--- src/rtl/scarv_cop_pkg.sv ---
// scarv_cop_pkg: shared constants and types for the crypto coprocessor.
// Opcode, funct3 codes, result codes, FSM states and LFSR helpers.
package scarv_cop_pkg;

    localparam logic [6:0]  COP_OPCODE = 7'b0101011;
    localparam int          CPR_COUNT  = 16;
    localparam int          CPR_AW     = 4;

    typedef enum logic [2:0] {
        F3_MV2COP  = 3'd0,
        F3_MV2GPR  = 3'd1,
        F3_LDW     = 3'd2,
        F3_STW     = 3'd3,
        F3_RNGSAMP = 3'd4,
        F3_ADD     = 3'd5,
        F3_XOR     = 3'd6,
        F3_INV     = 3'd7
    } cop_funct3_t;

    localparam logic [2:0] RES_OK       = 3'd0;
    localparam logic [2:0] RES_ABORT    = 3'd1;
    localparam logic [2:0] RES_BUS_ERR  = 3'd2;
    localparam logic [2:0] RES_MISALIGN = 3'd3;
    localparam logic [2:0] RES_INVALID  = 3'd4;

    typedef enum logic [2:0] {
        ST_IDLE    = 3'd0,
        ST_EXEC    = 3'd1,
        ST_MEM_REQ = 3'd2,
        ST_MEM_RSP = 3'd3,
        ST_RSP     = 3'd4
    } cop_state_t;

    // Decoded fields kept for the life of one instruction.
    typedef struct packed {
        logic              valid;
        cop_funct3_t       f3;
        logic [4:0]        rd;
        logic [CPR_AW-1:0] cs1;
        logic [CPR_AW-1:0] cs2;
    } cop_insn_t;

    // Galois form of x^32 + x^22 + x^2 + x + 1 (right shifting).
    localparam logic [31:0] LFSR_TAPS = 32'h8020_0003;

    function automatic logic [31:0] lfsr_step(input logic [31:0] s);
        return {1'b0, s[31:1]} ^ (s[0] ? LFSR_TAPS : 32'h0);
    endfunction

    // Word offset from the top byte of the encoding, sign extended.
    function automatic logic [31:0] mem_off(input logic [31:0] enc);
        return {{22{enc[31]}}, enc[31:24], 2'b00};
    endfunction

    function automatic cop_insn_t decode(input logic [31:0] enc);
        cop_insn_t d;
        d.valid = (enc[6:0] == COP_OPCODE) && (enc[14:12] != 3'd7);
        d.f3    = cop_funct3_t'(enc[14:12]);
        d.rd    = enc[11:7];
        d.cs1   = enc[19:16];
        d.cs2   = enc[23:20];
        return d;
    endfunction

endpackage

--- src/rtl/scarv_cop_cprs.sv ---
// scarv_cop_cprs: 16x32 coprocessor register file.
// Two combinational read ports, one synchronous write port.
module scarv_cop_cprs
    import scarv_cop_pkg::*;
(
    input  logic              g_clk,
    input  logic              g_resetn,
    input  logic [CPR_AW-1:0] rs1_addr,
    output logic [31:0]       rs1_data,
    input  logic [CPR_AW-1:0] rs2_addr,
    output logic [31:0]       rs2_data,
    input  logic              wen,
    input  logic [CPR_AW-1:0] waddr,
    input  logic [31:0]       wdata
);

    logic [31:0] regs [CPR_COUNT];

    // Clear on reset, otherwise write one register per cycle.
    always_ff @(posedge g_clk) begin
        if (!g_resetn) begin
            for (int i = 0; i < CPR_COUNT; i++) begin
                regs[i] <= 32'h0;
            end
        end else if (wen) begin
            regs[waddr] <= wdata;
        end
    end

    assign rs1_data = regs[rs1_addr];
    assign rs2_data = regs[rs2_addr];

endmodule

--- src/rtl/scarv_cop_core.sv ---
// scarv_cop_core: crypto coprocessor subset with CPRs, memory port and
// LFSR random source behind req/ack instruction and rsp/ack result handshakes.
module scarv_cop_core
    import scarv_cop_pkg::*;
#(
    parameter logic [31:0] LFSR_SEED = 32'h0000_0001
) (
    input  logic        g_clk,
    input  logic        g_resetn,
    output logic        g_clk_req,
    input  logic        cpu_insn_req,
    output logic        cop_insn_ack,
    input  logic        cpu_abort_req,
    input  logic [31:0] cpu_insn_enc,
    input  logic [31:0] cpu_rs1,
    output logic        cop_wen,
    output logic [4:0]  cop_waddr,
    output logic [31:0] cop_wdata,
    output logic [2:0]  cop_result,
    output logic        cop_insn_rsp,
    input  logic        cpu_insn_ack,
    output logic [31:0] cop_random,
    output logic        cop_rand_sample,
    output logic        cop_mem_cen,
    output logic        cop_mem_wen,
    output logic [31:0] cop_mem_addr,
    output logic [31:0] cop_mem_wdata,
    input  logic [31:0] cop_mem_rdata,
    output logic [3:0]  cop_mem_ben,
    input  logic        cop_mem_stall,
    input  logic        cop_mem_error
);

    cop_state_t  state;
    cop_insn_t   insn_q;
    cop_insn_t   insn_in;
    logic [31:0] rs1_q;
    logic [31:0] lfsr;

    logic        accept;
    logic        in_mem;
    logic        in_store;
    logic [31:0] in_addr;

    logic [CPR_AW-1:0] cpr_ra1;
    logic [CPR_AW-1:0] cpr_ra2;
    logic [31:0]       cpr_rd1;
    logic [31:0]       cpr_rd2;
    logic              cpr_we;
    logic [31:0]       cpr_wd;

    logic [2:0]  exec_res;
    logic        exec_cpr_we;
    logic        exec_gpr_we;
    logic        exec_rng;
    logic [31:0] exec_wd;

    logic        unused_enc;

    assign unused_enc   = cpu_insn_enc[15];

    assign cop_insn_ack = (state == ST_IDLE);
    assign g_clk_req    = (state != ST_IDLE) || cpu_insn_req;
    assign accept       = cpu_insn_req && cop_insn_ack;
    assign cop_random   = lfsr;

    assign insn_in  = decode(cpu_insn_enc);
    assign in_store = (insn_in.f3 == F3_STW);
    assign in_mem   = insn_in.valid &&
                      ((insn_in.f3 == F3_LDW) || in_store);
    assign in_addr  = cpu_rs1 + mem_off(cpu_insn_enc);

    // In IDLE the read ports look at the incoming encoding so store
    // data is ready at the accept edge.
    assign cpr_ra1 = (state == ST_IDLE) ? insn_in.cs1 : insn_q.cs1;
    assign cpr_ra2 = (state == ST_IDLE) ? insn_in.cs2 : insn_q.cs2;

    scarv_cop_cprs u_cprs (
        .g_clk    (g_clk),
        .g_resetn (g_resetn),
        .rs1_addr (cpr_ra1),
        .rs1_data (cpr_rd1),
        .rs2_addr (cpr_ra2),
        .rs2_data (cpr_rd2),
        .wen      (cpr_we),
        .waddr    (insn_q.rd[3:0]),
        .wdata    (cpr_wd)
    );

    // Evaluate a non-memory instruction (or a misaligned memory op).
    always_comb begin
        exec_res    = RES_OK;
        exec_cpr_we = 1'b0;
        exec_gpr_we = 1'b0;
        exec_rng    = 1'b0;
        exec_wd     = 32'h0;
        if (cpu_abort_req) begin
            exec_res = RES_ABORT;
        end else if (!insn_q.valid) begin
            exec_res = RES_INVALID;
        end else begin
            case (insn_q.f3)
                F3_MV2COP: begin
                    exec_cpr_we = 1'b1;
                    exec_wd     = rs1_q;
                end
                F3_MV2GPR: exec_gpr_we = 1'b1;
                F3_LDW:    exec_res    = RES_MISALIGN;
                F3_STW:    exec_res    = RES_MISALIGN;
                F3_RNGSAMP: begin
                    exec_cpr_we = 1'b1;
                    exec_rng    = 1'b1;
                    exec_wd     = lfsr;
                end
                F3_ADD: begin
                    exec_cpr_we = 1'b1;
                    exec_wd     = cpr_rd1 + cpr_rd2;
                end
                F3_XOR: begin
                    exec_cpr_we = 1'b1;
                    exec_wd     = cpr_rd1 ^ cpr_rd2;
                end
                default:   exec_res    = RES_INVALID;
            endcase
        end
    end

    // CPR writes come from EXEC or from a clean load response.
    always_comb begin
        cpr_we = 1'b0;
        cpr_wd = exec_wd;
        if (state == ST_EXEC) begin
            cpr_we = exec_cpr_we;
        end else if (state == ST_MEM_RSP) begin
            cpr_we = (insn_q.f3 == F3_LDW) && !cop_mem_error;
            cpr_wd = cop_mem_rdata;
        end
    end

    assign cop_rand_sample = (state == ST_EXEC) && exec_rng;

    // Free-running random source.
    always_ff @(posedge g_clk) begin
        if (!g_resetn) begin
            lfsr <= LFSR_SEED;
        end else begin
            lfsr <= lfsr_step(lfsr);
        end
    end

    // Instruction sequencer with registered handshake and memory outputs.
    always_ff @(posedge g_clk) begin
        if (!g_resetn) begin
            state         <= ST_IDLE;
            insn_q        <= '0;
            rs1_q         <= 32'h0;
            cop_insn_rsp  <= 1'b0;
            cop_wen       <= 1'b0;
            cop_waddr     <= 5'h0;
            cop_wdata     <= 32'h0;
            cop_result    <= RES_OK;
            cop_mem_cen   <= 1'b0;
            cop_mem_wen   <= 1'b0;
            cop_mem_addr  <= 32'h0;
            cop_mem_wdata <= 32'h0;
            cop_mem_ben   <= 4'h0;
        end else begin
            unique case (state)
                ST_IDLE: begin
                    if (accept) begin
                        insn_q <= insn_in;
                        rs1_q  <= cpu_rs1;
                        if (in_mem && (in_addr[1:0] == 2'b00)) begin
                            state         <= ST_MEM_REQ;
                            cop_mem_cen   <= 1'b1;
                            cop_mem_wen   <= in_store;
                            cop_mem_addr  <= in_addr;
                            cop_mem_wdata <= in_store ? cpr_rd1 : 32'h0;
                            cop_mem_ben   <= in_store ? 4'hF : 4'h0;
                        end else begin
                            state <= ST_EXEC;
                        end
                    end
                end
                ST_EXEC: begin
                    state        <= ST_RSP;
                    cop_insn_rsp <= 1'b1;
                    cop_result   <= exec_res;
                    if (exec_gpr_we) begin
                        cop_wen   <= 1'b1;
                        cop_waddr <= insn_q.rd;
                        cop_wdata <= cpr_rd1;
                    end
                end
                ST_MEM_REQ: begin
                    if (cpu_abort_req || !cop_mem_stall) begin
                        cop_mem_cen   <= 1'b0;
                        cop_mem_wen   <= 1'b0;
                        cop_mem_addr  <= 32'h0;
                        cop_mem_wdata <= 32'h0;
                        cop_mem_ben   <= 4'h0;
                    end
                    if (cpu_abort_req) begin
                        state        <= ST_RSP;
                        cop_insn_rsp <= 1'b1;
                        cop_result   <= RES_ABORT;
                    end else if (!cop_mem_stall) begin
                        state <= ST_MEM_RSP;
                    end
                end
                ST_MEM_RSP: begin
                    state        <= ST_RSP;
                    cop_insn_rsp <= 1'b1;
                    cop_result   <= cop_mem_error ? RES_BUS_ERR : RES_OK;
                end
                ST_RSP: begin
                    if (cpu_insn_ack) begin
                        state        <= ST_IDLE;
                        cop_insn_rsp <= 1'b0;
                        cop_wen      <= 1'b0;
                        cop_waddr    <= 5'h0;
                        cop_wdata    <= 32'h0;
                        cop_result   <= RES_OK;
                    end
                end
                default: state <= ST_IDLE;
            endcase
        end
    end

endmodule

--- config.mk ---
export PLATFORM = sky130hd
export DESIGN_NAME = scarv_cop_core
export DESIGN_NICKNAME = d
export VERILOG_FILES = /design/src/rtl/scarv_cop_pkg.sv /design/src/rtl/scarv_cop_cprs.sv /design/src/rtl/scarv_cop_core.sv
export SDC_FILE = /design/constraint.sdc
export NUM_CORES = 2
export LEC_CHECK = 0
export BUFFER_PORTS_ARGS = -buffer_cell sky130_fd_sc_hd__buf_2
export CORE_MARGIN = 2
export CORE_UTILIZATION = 45
export DETAILED_ROUTE_END_ITERATION = 16
export MAX_ROUTING_LAYER = met4
export PLACE_DENSITY_LB_ADDON = 0.15
export SETUP_SLACK_MARGIN = 0.4
export SYNTH_ARGS = -nofsm -noshare
export SYNTH_HDL_FRONTEND = slang
export SYNTH_HIERARCHICAL = 1
export SYNTH_SLANG_ARGS = --single-unit
--- constraint.sdc ---
create_clock -name g_clk -period 6.4 [get_ports g_clk]
set_input_delay 0.64 -clock g_clk [delete_from_list [all_inputs] [get_ports g_clk]]
set_output_delay 0.64 -clock g_clk [all_outputs]
set_load 0.03 [all_outputs]
After elaboration in Yosys (flattened, before gate mapping)
Memory sizes are Yosys's and may differ from the RTL's.
Cells that the tools add are included.
{"block": "op_classes", "mux": 69, "reduce_logical": 30, "n_eq_ne": 21, "n_addsub": 2, "n_bitwise": 2}
{"operator": "$mux W32", "n": 14}
{"operator": "$pmux W32 S2", "n": 3}
{"operator": "$pmux W32 S4", "n": 1}
{"operator": "$add A32 B32 Y32", "n": 2}
{"operator": "$reduce_or A32 Y1", "n": 1}
{"operator": "$xor A31 B32 Y32", "n": 1}
{"operator": "$xor A32 B32 Y32", "n": 1}
{"operator": "$mux W4", "n": 7}
{"operator": "$mux W1", "n": 24}
{"operator": "$pmux W3 S4", "n": 2}
{"operator": "$mux W3", "n": 7}
{"operator": "$eq A3 B2 Y1 const B", "n": 6}
{"operator": "$eq A3 B3 Y1 const B", "n": 4}
{"operator": "$reduce_and A3 Y1", "n": 4}
{"operator": "$mux W5", "n": 2}
{"operator": "$pmux W5 S2", "n": 1}
{"operator": "$ne A2 B2 Y1 const B", "n": 4}
{"operator": "$pmux W4 S2", "n": 1}
{"operator": "$eq A7 B6 Y1 const B", "n": 1}
{"operator": "$eq A3 B1 Y1 const B", "n": 2}
{"operator": "$logic_and A1 B1 Y1", "n": 6}
{"operator": "$logic_not A3 Y1", "n": 2}
{"operator": "$ne A3 B3 Y1 const B", "n": 2}
{"operator": "$pmux W1 S2", "n": 3}
{"operator": "other kinds (15)", "n": 23}
{"block": "totals", "input_bits": 103, "memories": 1, "output_inout_bits": 147, "mem_bits_rw": 512, "wordCells": 143, "register_bits": 196}
{"memory": "u_cprs.regs", "words": 16, "width": 32, "read_ports": 2, "rd_ports_with_merged_regs": 0, "wr": 16, "line": "scarv_cop_cprs.sv:17", "source": "logic [31:0] regs [CPR_COUNT];"}

Depth between registers and ports, before layout
{"block": "depth", "ltp_word": 11, "mapped_depth": 23, "depth_no_buf": 19}

Cells and area by module
Netlist, hierarchy kept.
{"mod": "scarv_cop_cprs", "instances": 1, "seq_area_each_um2": 15374.7, "cells_per_inst": 1687, "area_each_um2": 26532.9}
{"mod": "scarv_cop_core", "instances": 1, "seq_area_each_um2": 3843.7, "cells_per_inst": 1316, "area_each_um2": 11100.6}

Worst setup path before layout
OpenSTA, ideal clock, no wires.
{"block": "synth_path", "path_type": "reg2reg", "startpoint": "register state[2]", "endpoint": "memory u_cprs.regs[6][30], data pin", "n_path_buf": 5, "t_required_ps": 6145, "arrival_time_ps": 5451, "setup_time_ps": 255, "period_less_slack_ps": 5706, "stages_incl_launch_ff": 23, "path_slack_ps": 694, "cell_sequence": "dfxtp_1 -> or3_1 -> inv_1 -> clkbuf_1 -> mux2_2 -> buf_2 -> buf_2 -> mux4_2 -> a22oi_1 -> nand2_1 -> ha_1 -> buf_6 -> and4_4 -> and3_4 -> a221o_1 -> a21o_4 -> a31oi_4 -> a41oi_2 -> a31oi_1 -> xnor2_1 -> a221o_1 -> clkbuf_1 -> and2_1"}
{"item": "start: declaration", "line": "scarv_cop_core.sv:34", "source": "cop_state_t state;"}
{"item": "start signal: assignment", "line": "scarv_cop_core.sv:154", "source": "state <= ST_IDLE;"}
{"item": "start signal: assignment", "line": "scarv_cop_core.sv:174", "source": "state <= ST_MEM_REQ;"}
{"item": "start signal: assignment", "line": "scarv_cop_core.sv:181", "source": "state <= ST_EXEC;"}
{"item": "end: declaration", "line": "scarv_cop_cprs.sv:17"}

==> metrics <==
post-route ant nets 0; GP Congestion 0.9517; Tmin final 5.896 ns; Syn Inst Count 3,003; # port buffers 248; Setup crit start state[0]; fmax 169.6 MHz; WL/cell 29.92 um; Setup violations, final 0; Core Box Area 83,290 um^2; Syn Area/Cell 12.53 um^2; VDD IR max 0.1841 mV; total iterations of the first detailed-routing run 6; Worst Path Arrival 6.27 ns; Worst Setup Slack, final 0.5043 ns; Relative slew margins 0.2241; Mapped Nets 3,168; Die Y 293.2 um; worst hold start cpu_insn_enc[11]; worst-margin pin slew 1.160 ns; floorplan row count 106; Clock Root Buffer clkbuf_16; Final #Nets 3,372; post-synth cell types 74; Starting Density 0.4518; final hold violation count 0; dpl hpwl 84,200 um; grt ovf 0; DR vias 27,360; final core utilization 0.5238; Place WS 0.03994 ns; status finished clean; critical path's slowest cell and2_1; CP startpoint kind register; Hold WC Path Type in2reg; largest net degree at the start of global routing 90; max incr delay on CP 0.51 ns; Primary FF master, synth edfxtp_1; Filler cells 7,071; DR iter-0 viols 2,899; hold buffers post-CTS 0; final slew viol count 0; detailed-route DRC error count 0; asr flop ratio synth 0; final worst path period share 0.9212; Area Growth Syn to Fin 15.92%; Pleak 16.31 nW; CP Cell Sequence or3_4 > inv_1 > buf_4 > mux2_2 > and2_1 > buf_4 > a22oi_1 > nand2_1 > ha_2 > and4_4 > and3_4 > a221o_1 > a21o_4 > a31oi_4 > a41oi_4 > a31oi_4 > xnor2_4 > a221o_2 > and2_1; TritonCTS Buffers 77; Max-Cap Viols 0; layout cells sized above 1 0.2684; RSZ-0062 raised after global routing no; Clock Latency Late Sink 0.63 ns; CTS tree yes; final wirelength 130,400 um; number of synthesized flops with an enable pin 512; endpoint class of the critical path register; H-tree Lvls 3; Die X 293.2 um; post-synthesis cell area 37,630 um^2; clk sinks 704; P per Cell Area 295.7 nW/um^2; Seq/Total Area, Yosys 0.5107; Die Area 85,960 um^2; first-pass GRT wire length 182,700 um; Via density 6.275; initial antenna violation count 12; number of global-route vias before repair 27,270; CP delay by family, top compound AO/OA/AOI/OAI gates; worst-path fanout max 16; FF-to-FF Start state[0]; worst path bufs/invs 3; flops & latches, synth 704; setup TNS 0 ns; boundary pin count 250; Worst-path clk slew 0.06 ns; worst-case clock buffer depth 3; Crit Path Category reg2reg; clock skew 0.01798 ns; Worst EP required 6.78 ns; YS warnings 6; gr usage total 0.3027
-- final cells by class --
class                      count  area [um^2]  area share
inverter                      22        82.58    0.001893
tap                         1080         1351     0.03097
clock buffer                  98         2111     0.04838
antenna                       12        30.03   0.0006883
clock inverter                42        499.2     0.01144
multi-input combinational   2025        17830      0.4088
sequential                   704        19220      0.4406
timing repair buffer         377         2497     0.05725
-- logic make-up (layout without fill, tap and decap cells) --
kind of cell             Yosys count  count (layout)  share of synthesized area
AO/OA/AOI/OAI                    561             562                     0.1038
XOR/XNOR                          52              52                    0.01210
adder cells (fa/ha/maj)           62              62                    0.02101
buffers and inverters            278             539                    0.03102
flip-flops                       704             704                     0.5107
multiplexers                     295             298                     0.1646
other                              0              12                          0
AND/OR/NAND/NOR                 1051            1051                     0.1569
-- state kept, by name (all words and copies together), names as in the netlist --
register	flops
cop_mem_wdata	32
cop_random	32
cop_waddr	5
cop_wdata	32
cop_insn_rsp	1
rs1_q	32
cop_mem_cen	1
state	3
cop_result	3
cop_mem_ben	1
insn_q	17
cop_wen	1
cop_mem_addr	32
u_cprs/regs	512
-- per-stage QoR --
step                      instance area [um^2]  hold WS, ns  total power (W)  instances
after floorplan                          37630       0.4386         0.007134       3003
after global placement                   40620       0.4312         0.008110       4198
after detailed placement                 40620       0.4398         0.008161       4198
after CTS                                43300       0.2479          0.01280       4340
after global routing                     43610       0.2708          0.01332       4355
final                                    43630       0.2729          0.01290       4360
-- timing repair --
action,4_1_cts,5_1_grt
endpoints found under the setup margin,192,199
buffers inserted,2,3
cloned,0,5
pin swaps,0,3
resized for setup,13,44
endpoints found under the hold margin,0,0
-- cells in the final DEF, fill, tap and decap left out, drive strengths merged, types with 9 or more instances in the layout --
master / n
buf: 376
mux4: 256
nor2b: 99
inv: 25
a211oi: 11
mux2i: 9
a21oi: 83
a221o: 20
nor2: 71
xnor2: 29
and2: 553
o21a: 11
clkinv: 26
a22oi: 214
o211ai: 9
nor3: 25
nand2: 222
edfxtp: 512
ha: 60
clkbuf: 99
diode: 12
a21boi: 49
nor3b: 24
a31oi: 15
bufinv: 11
nand2b: 17
a21o: 24
dfxtp: 192
mux2: 33
o21ai: 78
xor2: 23
-- path summary, 6_finish.rpt --
| check | slack, ns | endpoint | cells after the start |
|---|---|---|---|
| setup / recovery | 0.50 | u_cprs/regs[0][30] | 19 |
| hold / removal | 0.27 | insn_q[12] | 3 |
| setup reg to reg | 0.50 | u_cprs/regs[0][30] | 19 |
| hold reg to reg | 0.45 | cop_mem_addr[24] | 2 |
-- metal layers --
metal,global-route usage,vias to the layer above,part of all wire
met2,0.4906,1488,0.48
met5,-,-,0
met3,0.06498,269,0.10
met4,0.1073,0,0.036
met1,0.3767,13890,0.38
li1,-,11720,-
-- report_power, final --
group          leakage [nW]  switching, W  internal (W)
registers              6.85      0.000106       0.00504
clock network          1.28       0.00187       0.00278
logic                  8.18       0.00186       0.00125
total                  16.3       0.00383       0.00907
-- worst reg2reg max path, cell delays in order, from the launching register on --
cell and delay, ns:
dfxtp_1 0.36, or3_4 0.41, inv_1 0.12, buf_4 0.25, mux2_2 0.29, and2_1 0.51
buf_4 0.45, a22oi_1 0.15, nand2_1 0.27, ha_2 0.40, and4_4 0.21, and3_4 0.18
a221o_1 0.35, a21o_4 0.23, a31oi_4 0.20, a41oi_4 0.18, a31oi_4 0.23, xnor2_4 0.15
a221o_2 0.50, and2_1 0.20
-- synthesized netlist by cell type, types with 11 or more instances --
cell	instances	area [um^2]
buf_2	24	120.1
buf_4	22	165.2
a21boi_0	49	367.9
a21oi_1	83	415.4
nor3b_1	24	180.2
nor2b_1	99	619.3
nor3_1	21	105.1
o21ai_0	74	370.4
ha_1	60	750.7
clkbuf_1	184	690.7
and2_1	552	3453
nand2b_1	17	106.4
a221o_1	19	190.2
buf_1	22	82.58
xnor2_1	29	254.0
edfxtp_1	512	15370
dfxtp_1	192	3844
a22oi_1	214	1607
nand2_1	222	833.3
a31oi_1	14	87.58
o21a_1	11	82.58
xor2_1	23	201.4
mux2_2	30	337.8
mux4_2	256	5766
a21o_1	23	172.7
inv_1	22	82.58
nor2_1	71	266.5
a211oi_1	11	82.58
Note: power is estimated with default switching activity, not from simulation.
